**config.mk**
```make
export PLATFORM = sky130hd
export DESIGN_NAME = aclk_keypad_scan_flat
export DESIGN_NICKNAME = d
export VERILOG_FILES = /design/src/rtl/aclk_keypad_scan_if.sv /design/src/rtl/aclk_keypad_scan.sv /design/src/flat_wrapper.sv
export SDC_FILE = /design/constraint.sdc
export NUM_CORES = 1
export LEC_CHECK = 0
export ABC_AREA = 1
export ABC_CLOCK_PERIOD_IN_PS = 3000
export BUFFER_PORTS_ARGS = -buffer_cell sky130_fd_sc_hd__buf_2
export CAP_MARGIN = 15
export CELL_PAD_IN_SITES_DETAIL_PLACEMENT = 1
export CELL_PAD_IN_SITES_GLOBAL_PLACEMENT = 2
export CORE_MARGIN = 2
export CORE_UTILIZATION = 35
export CTS_BUF_LIST = sky130_fd_sc_hd__clkbuf_4 sky130_fd_sc_hd__clkbuf_8 sky130_fd_sc_hd__clkbuf_16
export CTS_CLUSTER_SIZE = 20
export DETAILED_ROUTE_END_ITERATION = 8
export GPL_TIMING_DRIVEN = 0
export PLACE_DENSITY_LB_ADDON = 0.1
export RECOVER_POWER = 100
export SYNTH_ARGS = -nofsm -noshare
export SYNTH_HDL_FRONTEND = slang
export SYNTH_SLANG_ARGS = --single-unit
```
**constraint.sdc**
```tcl
create_clock -name clk -period 3 [get_ports clk]
set_clock_uncertainty 0.2 [all_clocks]
set_input_delay 0.15 -clock clk [delete_from_list [all_inputs] [get_ports clk]]
set_output_delay 0.15 -clock clk [all_outputs]
set_load 0.02 [all_outputs]
```
**src/rtl/aclk_keypad_scan_if.sv**
```systemverilog
// Keypad scanner boundary: matrix lines plus the digit and key-code strobes.
// The master is the scanner; the slave is the keypad and its downstream consumers.
interface aclk_keypad_scan_if;
    logic [3:0] col_in;
    logic [3:0] row_out;
    logic [3:0] key;
    logic       shift;
    logic [3:0] key_code;
    logic       key_strobe;

    modport master (
        input  col_in,
        output row_out, key, shift, key_code, key_strobe
    );

    modport slave (
        output col_in,
        input  row_out, key, shift, key_code, key_strobe
    );
endinterface

```
**src/rtl/aclk_keypad_scan.sv**
```systemverilog
// Purpose: 4x4 keypad scanner/debouncer that emits one digit/code pulse per physical press.
// Latency: 2-cycle column sync + DEBOUNCE_CYC+1 stable cycles to pulse; no backpressure, pulses are fire-and-forget.
module aclk_keypad_scan #(
    parameter int SCAN_DIV     = 16,
    parameter int DEBOUNCE_CYC = 1000
) (
    input  logic               clk,
    input  logic               reset,
    aclk_keypad_scan_if.master kp
);
    localparam int MAXV = (SCAN_DIV > DEBOUNCE_CYC) ? SCAN_DIV : DEBOUNCE_CYC;
    localparam int CW   = $clog2(MAXV);
    localparam logic [CW-1:0] DIV_LAST = CW'(SCAN_DIV - 1);
    localparam logic [CW-1:0] DB_LAST  = CW'(DEBOUNCE_CYC - 1);
    localparam logic [CW-1:0] SYNC_LAT = CW'(2);

    // Indexed by {row, col}; rows r0..r3 top to bottom, cols c0..c3 left to right.
    localparam logic [3:0] KEYMAP [16] = '{
        4'd1,  4'd2, 4'd3,  4'd10,
        4'd4,  4'd5, 4'd6,  4'd11,
        4'd7,  4'd8, 4'd9,  4'd12,
        4'd14, 4'd0, 4'd15, 4'd13
    };

    typedef enum logic [1:0] {SCAN, DEBOUNCE, EMIT, RELEASE} state_t;

    state_t        state, state_nxt;
    logic [3:0]    col_m, col_s;
    logic [1:0]    row_idx, row_nxt;
    logic [CW-1:0] div_cnt, div_nxt;
    logic [CW-1:0] db_cnt, db_nxt;
    logic [3:0]    pat, pat_nxt;
    logic [1:0]    col_idx;
    logic          one_low;
    logic [3:0]    code;
    logic          digit;

    function automatic logic [CW-1:0] sat_inc(input logic [CW-1:0] v, input logic [CW-1:0] lim);
        return (v == lim) ? v : v + 1'b1;
    endfunction

    assign kp.row_out = ~(4'b0001 << row_idx);

    always_comb begin
        one_low = 1'b1;
        col_idx = 2'd0;
        case (pat)
            4'b1110: col_idx = 2'd0;
            4'b1101: col_idx = 2'd1;
            4'b1011: col_idx = 2'd2;
            4'b0111: col_idx = 2'd3;
            default: one_low = 1'b0;
        endcase
        code  = KEYMAP[{row_idx, col_idx}];
        digit = (code <= 4'd9);
    end

    always_comb begin
        state_nxt = state;
        row_nxt   = row_idx;
        div_nxt   = div_cnt;
        db_nxt    = db_cnt;
        pat_nxt   = pat;
        unique case (state)
            SCAN: begin
                // col_s lags a row change by the sync depth, so the first cycles of a row are blind.
                if (div_cnt >= SYNC_LAT && col_s != 4'hF) begin
                    pat_nxt   = col_s;
                    db_nxt    = '0;
                    state_nxt = DEBOUNCE;
                end else if (div_cnt == DIV_LAST) begin
                    div_nxt = '0;
                    row_nxt = row_idx + 2'd1;
                end else begin
                    div_nxt = sat_inc(div_cnt, DIV_LAST);
                end
            end
            DEBOUNCE: begin
                if (col_s != pat) begin
                    div_nxt   = '0;
                    state_nxt = SCAN;
                end else if (db_cnt == DB_LAST) begin
                    db_nxt    = '0;
                    state_nxt = one_low ? EMIT : RELEASE;
                end else begin
                    db_nxt = sat_inc(db_cnt, DB_LAST);
                end
            end
            EMIT: begin
                db_nxt    = '0;
                state_nxt = RELEASE;
            end
            RELEASE: begin
                if (col_s != 4'hF) begin
                    db_nxt = '0;
                end else if (db_cnt == DB_LAST) begin
                    db_nxt    = '0;
                    div_nxt   = '0;
                    state_nxt = SCAN;
                end else begin
                    db_nxt = sat_inc(db_cnt, DB_LAST);
                end
            end
            default: state_nxt = SCAN;
        endcase
    end

    always_ff @(posedge clk or posedge reset) begin
        if (reset) begin
            col_m         <= 4'hF;
            col_s         <= 4'hF;
            state         <= SCAN;
            row_idx       <= 2'd0;
            div_cnt       <= '0;
            db_cnt        <= '0;
            pat           <= 4'hF;
            kp.key        <= 4'd0;
            kp.shift      <= 1'b0;
            kp.key_code   <= 4'd0;
            kp.key_strobe <= 1'b0;
        end else begin
            col_m         <= kp.col_in;
            col_s         <= col_m;
            state         <= state_nxt;
            row_idx       <= row_nxt;
            div_cnt       <= div_nxt;
            db_cnt        <= db_nxt;
            pat           <= pat_nxt;
            // Pulses are registered so they coincide with the single EMIT cycle.
            kp.key_strobe <= (state_nxt == EMIT);
            kp.shift      <= (state_nxt == EMIT) && digit;
            if (state_nxt == EMIT) begin
                kp.key_code <= code;
                if (digit) begin
                    kp.key <= code;
                end
            end
        end
    end
endmodule

```
**src/flat_wrapper.sv**
```systemverilog
// flat-port wrapper written by rule: the top's interface ports become plain ports
module aclk_keypad_scan_flat 
#(
    parameter int SCAN_DIV     = 16,
    parameter int DEBOUNCE_CYC = 1000
)
  (clk, reset, kp_col_in, kp_row_out, kp_key, kp_shift, kp_key_code, kp_key_strobe);
  aclk_keypad_scan_if kp_i ();
  input  logic clk;
  input  logic reset;
  input wire logic [$bits(kp_i.col_in)-1:0] kp_col_in;
  output wire logic [$bits(kp_i.row_out)-1:0] kp_row_out;
  output wire logic [$bits(kp_i.key)-1:0] kp_key;
  output wire logic [$bits(kp_i.shift)-1:0] kp_shift;
  output wire logic [$bits(kp_i.key_code)-1:0] kp_key_code;
  output wire logic [$bits(kp_i.key_strobe)-1:0] kp_key_strobe;
  assign kp_i.col_in = kp_col_in;
  assign kp_row_out = kp_i.row_out;
  assign kp_key = kp_i.key;
  assign kp_shift = kp_i.shift;
  assign kp_key_code = kp_i.key_code;
  assign kp_key_strobe = kp_i.key_strobe;
  aclk_keypad_scan #(.SCAN_DIV(SCAN_DIV), .DEBOUNCE_CYC(DEBOUNCE_CYC)) u_core (.clk(clk), .reset(reset), .kp(kp_i));
endmodule
```
==> flow_metrics.tcl, run 1 <==
set metrics [dict create \
    status "finished with violations" \
    violations "max-capacitance violations, max-slew violations" \
    pwr-share-comb 0.381 \
    antenna_left 0 \
    required_ns 2.97 \
    final_area_um2 3100 \
    first_global_vias 2405 \
    cts_made_buffers 5 \
    yosysMostFrequentCell "nand2_1" \
    ys.flop_type "dfrtp_1" \
    yosysTopAreaCellShare 0.305 \
    path_cells "inv_1, ha_1, or2_2, nor2_1, nand2_2, nand3_1, nand2_1, nor2_8, nand2_1, nand2_1, o21ai_0" \
    drv_cap 1 \
    clockPowerShare 0.219 \
    hold_path_class "flop to flop" \
    initial_core_util 0.361 \
    clk_pin_slew_ns 0.09 \
    stdcell_count 506 \
    antenna_found_initial 0 \
    track_usage 0.164 \
    tightest_slew_ns 1.52 \
    ys_seq_area_frac 0.418 \
    crit_arrival_ns 2.57 \
    min-delay-start "u_core.col_m[1]$_DFF_PP1_" \
    grt_max_degree 34 \
    syn_inst 371 \
    nets 421 \
    setup_viol 0 \
    finalCritPeriodShare 0.865 \
    grt_pass1_wl_mm 11.5 \
    max_stage_delay_ns 0.43 \
    rr_startpoint "u_core.div_cnt[0]$_DFFE_PP0P_" \
    synth-edff-count 0 \
    antenna_cells 0 \
    start_kind "flop" \
    ff2ff_path_depth 11 \
    area_growth_pct 11.1 \
    die_x_um 93.3 \
    finalHoldViolCount 0 \
    rows 32 \
    power_density_nw_per_um2 649 \
    cp_slowest_cell "dfrtp_1" \
    cts_setup_buffers 0 \
    power_switching_uw 845 \
    min_period_ns 2.59 \
    r2r_slack_ns 0.41 \
    drive_gt1_frac 0.114 \
    cts_repair_resize_count 0 \
    slew_headroom -0.0180 \
    min_to "u_core.col_s[1]$_DFF_PP1_" \
    clock_latency_ns 0.30 \
    synthArstFlopShare 1.00 \
    synth_cell_types 33 \
    dp.cells 493 \
    syn-num-nets 389 \
    pwr-share-seq 0.401 \
    ioPinCount 20 \
    totalWireLength_mm 6.48 \
    slew_violations 34 \
    worstSetupPathType "flop to flop" \
    worst_path_dominant_cell_family "simple AND/OR/NAND/NOR gates" \
    yosys.area.top_type "dfrtp_1" \
    yosys-top-cells-count "nand2_1, inv_1, nor2_1" \
    rsz0062_at_grt "false" \
    first_iter_violations 44 \
    first_pass_iters 4 \
    finalPower_uw 2010 \
    wl_per_cell_um 12.8 \
    timing.rr.end "u_core.kp.key_code[3]$_DFFE_PP0P_" \
    p_sw_frac 0.420 \
    syn_avg_cell_area_um2 7.52 \
    die_y_um 93.3 \
    globalplace.congestion 0.746 \
    ys_ff_latch 46 \
    cts_tree "yes" \
    hpwl_mm 4.92 \
    p_int_uw 1170 \
    clockBufferDepth 2 \
    syn_area_um2 2790 \
    vdd_drop_max_uv 246 \
    holdPathStages 0 \
    p_leak_uw 0.00151 \
    vias 2374 \
    viasPerCell 4.69 \
    placed_cell_area_um2 3030 \
    coreArea_um2 7730 \
    synth_area_leaders "dfrtp_1, nand2_1, dfstp_2" \
    finalSetupTns_ns 0 \
    yosysWarnings 0 \
    io_buffers 19 \
    crit_path_end_kind "flop" \
    h-tree-depth 2 \
    die_area_um2 8700 \
    clkSinkCount 46 \
    ctsRootBufferMaster "clkbuf_8" \
    crit_buf_inv 1 \
    gr-total-overflow 0 \
    critical_path.max_fanout 10 \
    cpMostUsedCell "nand2_1" \
    cp-startpoint "u_core.div_cnt[0]$_DFFE_PP0P_" \
    drc_errors 0 \
    maxClockFrequency_mhz 385 \
]
-- layout by cell type (no fill, tap or decap), types with 5 or more instances in the layout --
cell type	n
nor3_1	5
clkbuf_1	15
dfrtp_1	34
clkbuf_8	5
nand3_1	20
a21oi_1	8
o21ai_0	32
dfstp_2	11
nor2_1	42
nand4_1	11
nand2_1	110
inv_1	51
dlygate4sd3_1	5
ha_1	12
buf_2	7
-- routing by layer --
layer  global-route usage  wire length (µm)  share of wire
met1                0.218              3240           0.50
met2                0.277              3000           0.46
met3               0.0266               158          0.024
met4               0.0478                80          0.012
met5                    0                 0              0
-- registers in the layout, summed over array words and instances, names as in the netlist, 2 cells and up --
| signal | cells |
|---|---|
| u_core.col_m | 4 |
| u_core.row_idx | 2 |
| u_core.div_cnt | 10 |
| u_core.col_s | 4 |
| u_core.db_cnt | 10 |
| u_core.state | 2 |
| u_core.kp.key_code | 4 |
| u_core.kp.key | 4 |
| u_core.pat | 4 |
-- worst max path at each step --
stage | end | cells after the start
after floorplan | u_core.kp.key[3]$_DFFE_PP0P_ | 12
after detailed placement | u_core.kp.key[3]$_DFFE_PP0P_ | 12
after global routing | u_core.div_cnt[0]$_DFFE_PP0P_ | 4
after global placement | u_core.kp.key[3]$_DFFE_PP0P_ | 12
final | u_core.kp.key_code[3]$_DFFE_PP0P_ | 11
after CTS | u_core.kp.key[3]$_DFFE_PP0P_ | 12
-- power by group through the flow --
stage,clock (µW),sequential [µW],combinational [µW]
2_1_floorplan,0,795,661
3_3_place_gp,0,819,845
3_5_place_dp,0,819,865
4_1_cts,465,809,872
5_1_grt,488,823,904
6_report,440,806,765
-- metrics by stage --
stage	utilization	worst slack [ns]	hold slack [ns]
after CTS	0.413	0.464	0.163
after floorplan	-	0.729	-0.0455
final	0.401	0.405	0.162
after global routing	0.401	0.127	0.167
after global placement	0.390	0.488	0.0558
after detailed placement	0.392	0.481	-0.0607
-- area by class of cell --
cell class                 instances  area (µm²)
fill                             994        4630
timing repair buffer              25         141
sequential                        46        1170
buffer                             4        20.0
tap                              102         128
clock buffer                       7         101
multi-input combinational        266        1330
inverter                          55         208
clock inverter                     1        6.26
-- kinds of logic (layout without fill, tap and decap cells) --
logic type	Yosys count	after routing	synth area share
and+or+nand+nor	206	206	0.348
buffers and inverters	59	92	0.0848
DFF	46	46	0.418
AOI/OAI and AO/OA	45	45	0.0861
adders and majority gates	12	12	0.0538
xor gates and xnor gates	3	3	0.00942
-- what timing repair did --
item | in CTS | in global routing
setup endpoints to repair | 0 | 0
hold buffers | 5 | 0
hold endpoints to repair | 41 | 0
(Power assumes the default switching activity.)
==> inputs of run 2 (changes only) <==
--- a/config.mk
+++ b/config.mk
@@ -5,14 +5,14 @@
 export SDC_FILE = /design/constraint.sdc
 export NUM_CORES = 1
 export LEC_CHECK = 0
-export ABC_AREA = 1
+export ABC_AREA = 0
 export ABC_CLOCK_PERIOD_IN_PS = 3000
 export BUFFER_PORTS_ARGS = -buffer_cell sky130_fd_sc_hd__buf_2
 export CAP_MARGIN = 15
 export CELL_PAD_IN_SITES_DETAIL_PLACEMENT = 1
 export CELL_PAD_IN_SITES_GLOBAL_PLACEMENT = 2
 export CORE_MARGIN = 2
-export CORE_UTILIZATION = 35
+export CORE_UTILIZATION = 38
 export CTS_BUF_LIST = sky130_fd_sc_hd__clkbuf_4 sky130_fd_sc_hd__clkbuf_8 sky130_fd_sc_hd__clkbuf_16
 export CTS_CLUSTER_SIZE = 20
 export DETAILED_ROUTE_END_ITERATION = 8
==> run 2 against run 1 <==
The flow now finishes without violations. Count of clock-buffer cells in the layout fell by 1. Combinational power rose by 2%. Cell count fell by 28%. Sequential share of layout area rose by 4.1 points. Via count fell by 16%. Non-clock buffer count rose by 2. Highest routed layer unchanged.
==> flow_metrics.tcl, run 2 <==
set metrics [dict create \
    status "completed" \
    rows 29 \
    first_iter_violations 54 \
    yosysTopAreaCellShare 0.340 \
    ys_ff_latch 46 \
    cts_repair_resize_count 0 \
    synth_area_leaders "dfrtp_1, dfstp_2, ha_1" \
    start_kind "flop" \
    cts_made_buffers 5 \
    grt_pass1_wl_mm 10.3 \
    globalplace.congestion 0.784 \
    max_stage_delay_ns 0.60 \
    rr_startpoint "u_core.pat[3]$_DFFE_PP1P_" \
    cts_tree "yes" \
    antenna_found_initial 0 \
    finalHoldViolCount 0 \
    critical_path.max_fanout 5 \
    coreArea_um2 6350 \
    cts_setup_buffers 0 \
    hold_path_class "flop to flop" \
    die_x_um 85.1 \
    die_y_um 85.1 \
    vdd_drop_max_uv 321 \
    syn_area_um2 2500 \
    initial_core_util 0.394 \
    area_growth_pct 11.9 \
    crit_path_end_kind "flop" \
    layout_common_cells "dfrtp_1, nand2_1, clkbuf_1" \
    drc_errors 0 \
    cp_slowest_cell "dfstp_2" \
    min-delay-start "u_core.col_m[3]$_DFF_PP1_" \
    crit_arrival_ns 2.66 \
    maxClockFrequency_mhz 377 \
    whs_ns 0.158 \
    drv_cap 0 \
    ys_seq_area_frac 0.466 \
    clkSinkCount 46 \
    setup_viol 0 \
    power_density_nw_per_um2 712 \
    layout_commonest_cell "dfrtp_1" \
    clockBufferDepth 2 \
    timing.rr.end "u_core.kp.key[0]$_DFFE_PP0P_" \
    min_to "u_core.col_s[3]$_DFF_PP1_" \
    clk_pin_slew_ns 0.09 \
    r2r_slack_ns 0.34 \
    required_ns 3.00 \
    antenna_cells 0 \
    path_cells "xnor2_1, or2_2, ha_1, nor2b_1, a211oi_1, a21oi_1, o21a_2, mux2_1" \
    worstSetupPathType "flop to flop" \
    finalSetupTns_ns 0 \
    drive_gt1_frac 0.119 \
    top_regs "u_core.db_cnt x10, u_core.div_cnt x10" \
    syn-num-nets 272 \
    wirelength_met1_mm 2.92 \
    route.met3.wl_um 156 \
    min_period_ns 2.66 \
    tightest_slew_ns 1.36 \
    antenna_left 0 \
    totalWireLength_mm 5.76 \
    syn_avg_cell_area_um2 9.85 \
    wl_per_cell_um 15.9 \
    syn_inst 254 \
    vias 1995 \
    rsz0062_at_grt "false" \
    track_usage 0.178 \
    wl_met2_mm 2.64 \
    slew_headroom 0.0958 \
    die_area_um2 7250 \
    p_leak_uw 0.00120 \
    ioPinCount 20 \
    holdPathStages 0 \
    clock_latency_ns 0.31 \
    nets 302 \
    ys.flop_type "dfrtp_1" \
    synth_cell_types 50 \
    ff2ff_path_depth 8 \
    first_global_vias 2117 \
    synthArstFlopShare 1.00 \
    hpwl_mm 4.22 \
    h-tree-depth 2 \
    grt_max_degree 31 \
    yosys.area.top_type "dfrtp_1" \
    yosysWarnings 0 \
    synth-edff-count 0 \
    io_buffers 19 \
    yosysMostFrequentCell "dfrtp_1" \
    ctsRootBufferMaster "clkbuf_8" \
    first_pass_iters 4 \
    top_layer "met4" \
    finalCritPeriodShare 0.885 \
    slew_violations 0 \
    yosys-top-cells-count "dfrtp_1, nand2_1, o21ai_0" \
    gr-total-overflow 0 \
    viasPerCell 5.51 \
]
==> run 2: cell types whose count changed after synthesis, moves of 8 or more <==
cell,before,now
nand2_1,106,26
inv_1,49,13
nor2_1,42,16
o21ai_0,29,18
nand4_1,11,3
==> run 2: report_power, final <==
group          switching (µW)  internal (µW)
clock network             213            171
logic                     493            289
registers                 103            723
total                     809           1180
==> run 2: layer usage <==
layer	up-vias	global-route usage
met3	4	0.0350
met2	24	0.281
met4	0	0.0519
li1	981	-
met1	986	0.248
met5	-	0
==> run 2: timing repair <==
item | CTS | global route
hold buffers | 5 | 0
endpoints found under the setup margin | 0 | 1
hold endpoints to repair | 32 | 0
==> run 2: metrics by stage <==
step	area (µm²)	utilization	std cells	power, µW	setup WS, ns
global placement	2690	0.424	350	1610	0.176
floorplan	2500	-	254	1410	0.394
CTS	2850	0.449	364	2030	0.100
finish	2800	0.441	362	1990	0.345
global route	2800	0.441	362	2170	0.108
detailed placement	2710	0.427	351	1640	0.101
==> run 2: worst max path at each step <==
| stage | startpoint | endpoint | slack [ns] | cells after the start |
|---|---|---|---|---|
| floorplan | u_core.pat[0]$_DFFE_PP1P_ | u_core.kp.key[0]$_DFFE_PP0P_ | 0.39 | 9 |
| global placement | u_core.pat[0]$_DFFE_PP1P_ | u_core.kp.key[0]$_DFFE_PP0P_ | 0.18 | 9 |
| detailed placement | u_core.pat[0]$_DFFE_PP1P_ | u_core.kp.key[0]$_DFFE_PP0P_ | 0.10 | 9 |
| CTS | u_core.pat[0]$_DFFE_PP1P_ | u_core.kp.key[0]$_DFFE_PP0P_ | 0.10 | 9 |
| global route | reset | u_core.div_cnt[0]$_DFFE_PP0P_ | 0.11 | 4 |
| finish | u_core.pat[3]$_DFFE_PP1P_ | u_core.kp.key[0]$_DFFE_PP0P_ | 0.34 | 8 |
==> run 2: worst max-delay path: cells and delay by family, from the launching register on <==
| family | cells | cell delay [ns] |
|---|---|---|
| compound gates | 3 | 0.64 |
| xor+xnor | 1 | 0.12 |
| fa+ha+maj | 1 | 0.21 |
| flops | 1 | 0.60 |
| mux | 1 | 0.30 |
| simple gates | 2 | 0.47 |
==> run 2: area by class of cell <==
class,count,area [µm²]
Tap cell,77,96.3
Multi-Input combinational cell,187,1240
Buffer,6,22.5
Fill cell,739,3550
Clock inverter,2,10.0
Sequential cell,46,1170
Inverter,13,48.8
Timing Repair Buffer,25,140
Clock buffer,6,76.3
==> run 2: cells by family after synthesis <==
| group | share of synthesized area |
|---|---|
| and+or+nand+nor | 0.204 |
| DFF | 0.466 |
| AOI/OAI and AO/OA | 0.173 |
| adders and majority gates | 0.0600 |
| muxes | 0.0350 |
| xor gates and xnor gates | 0.0280 |
| buffers and inverters | 0.0345 |
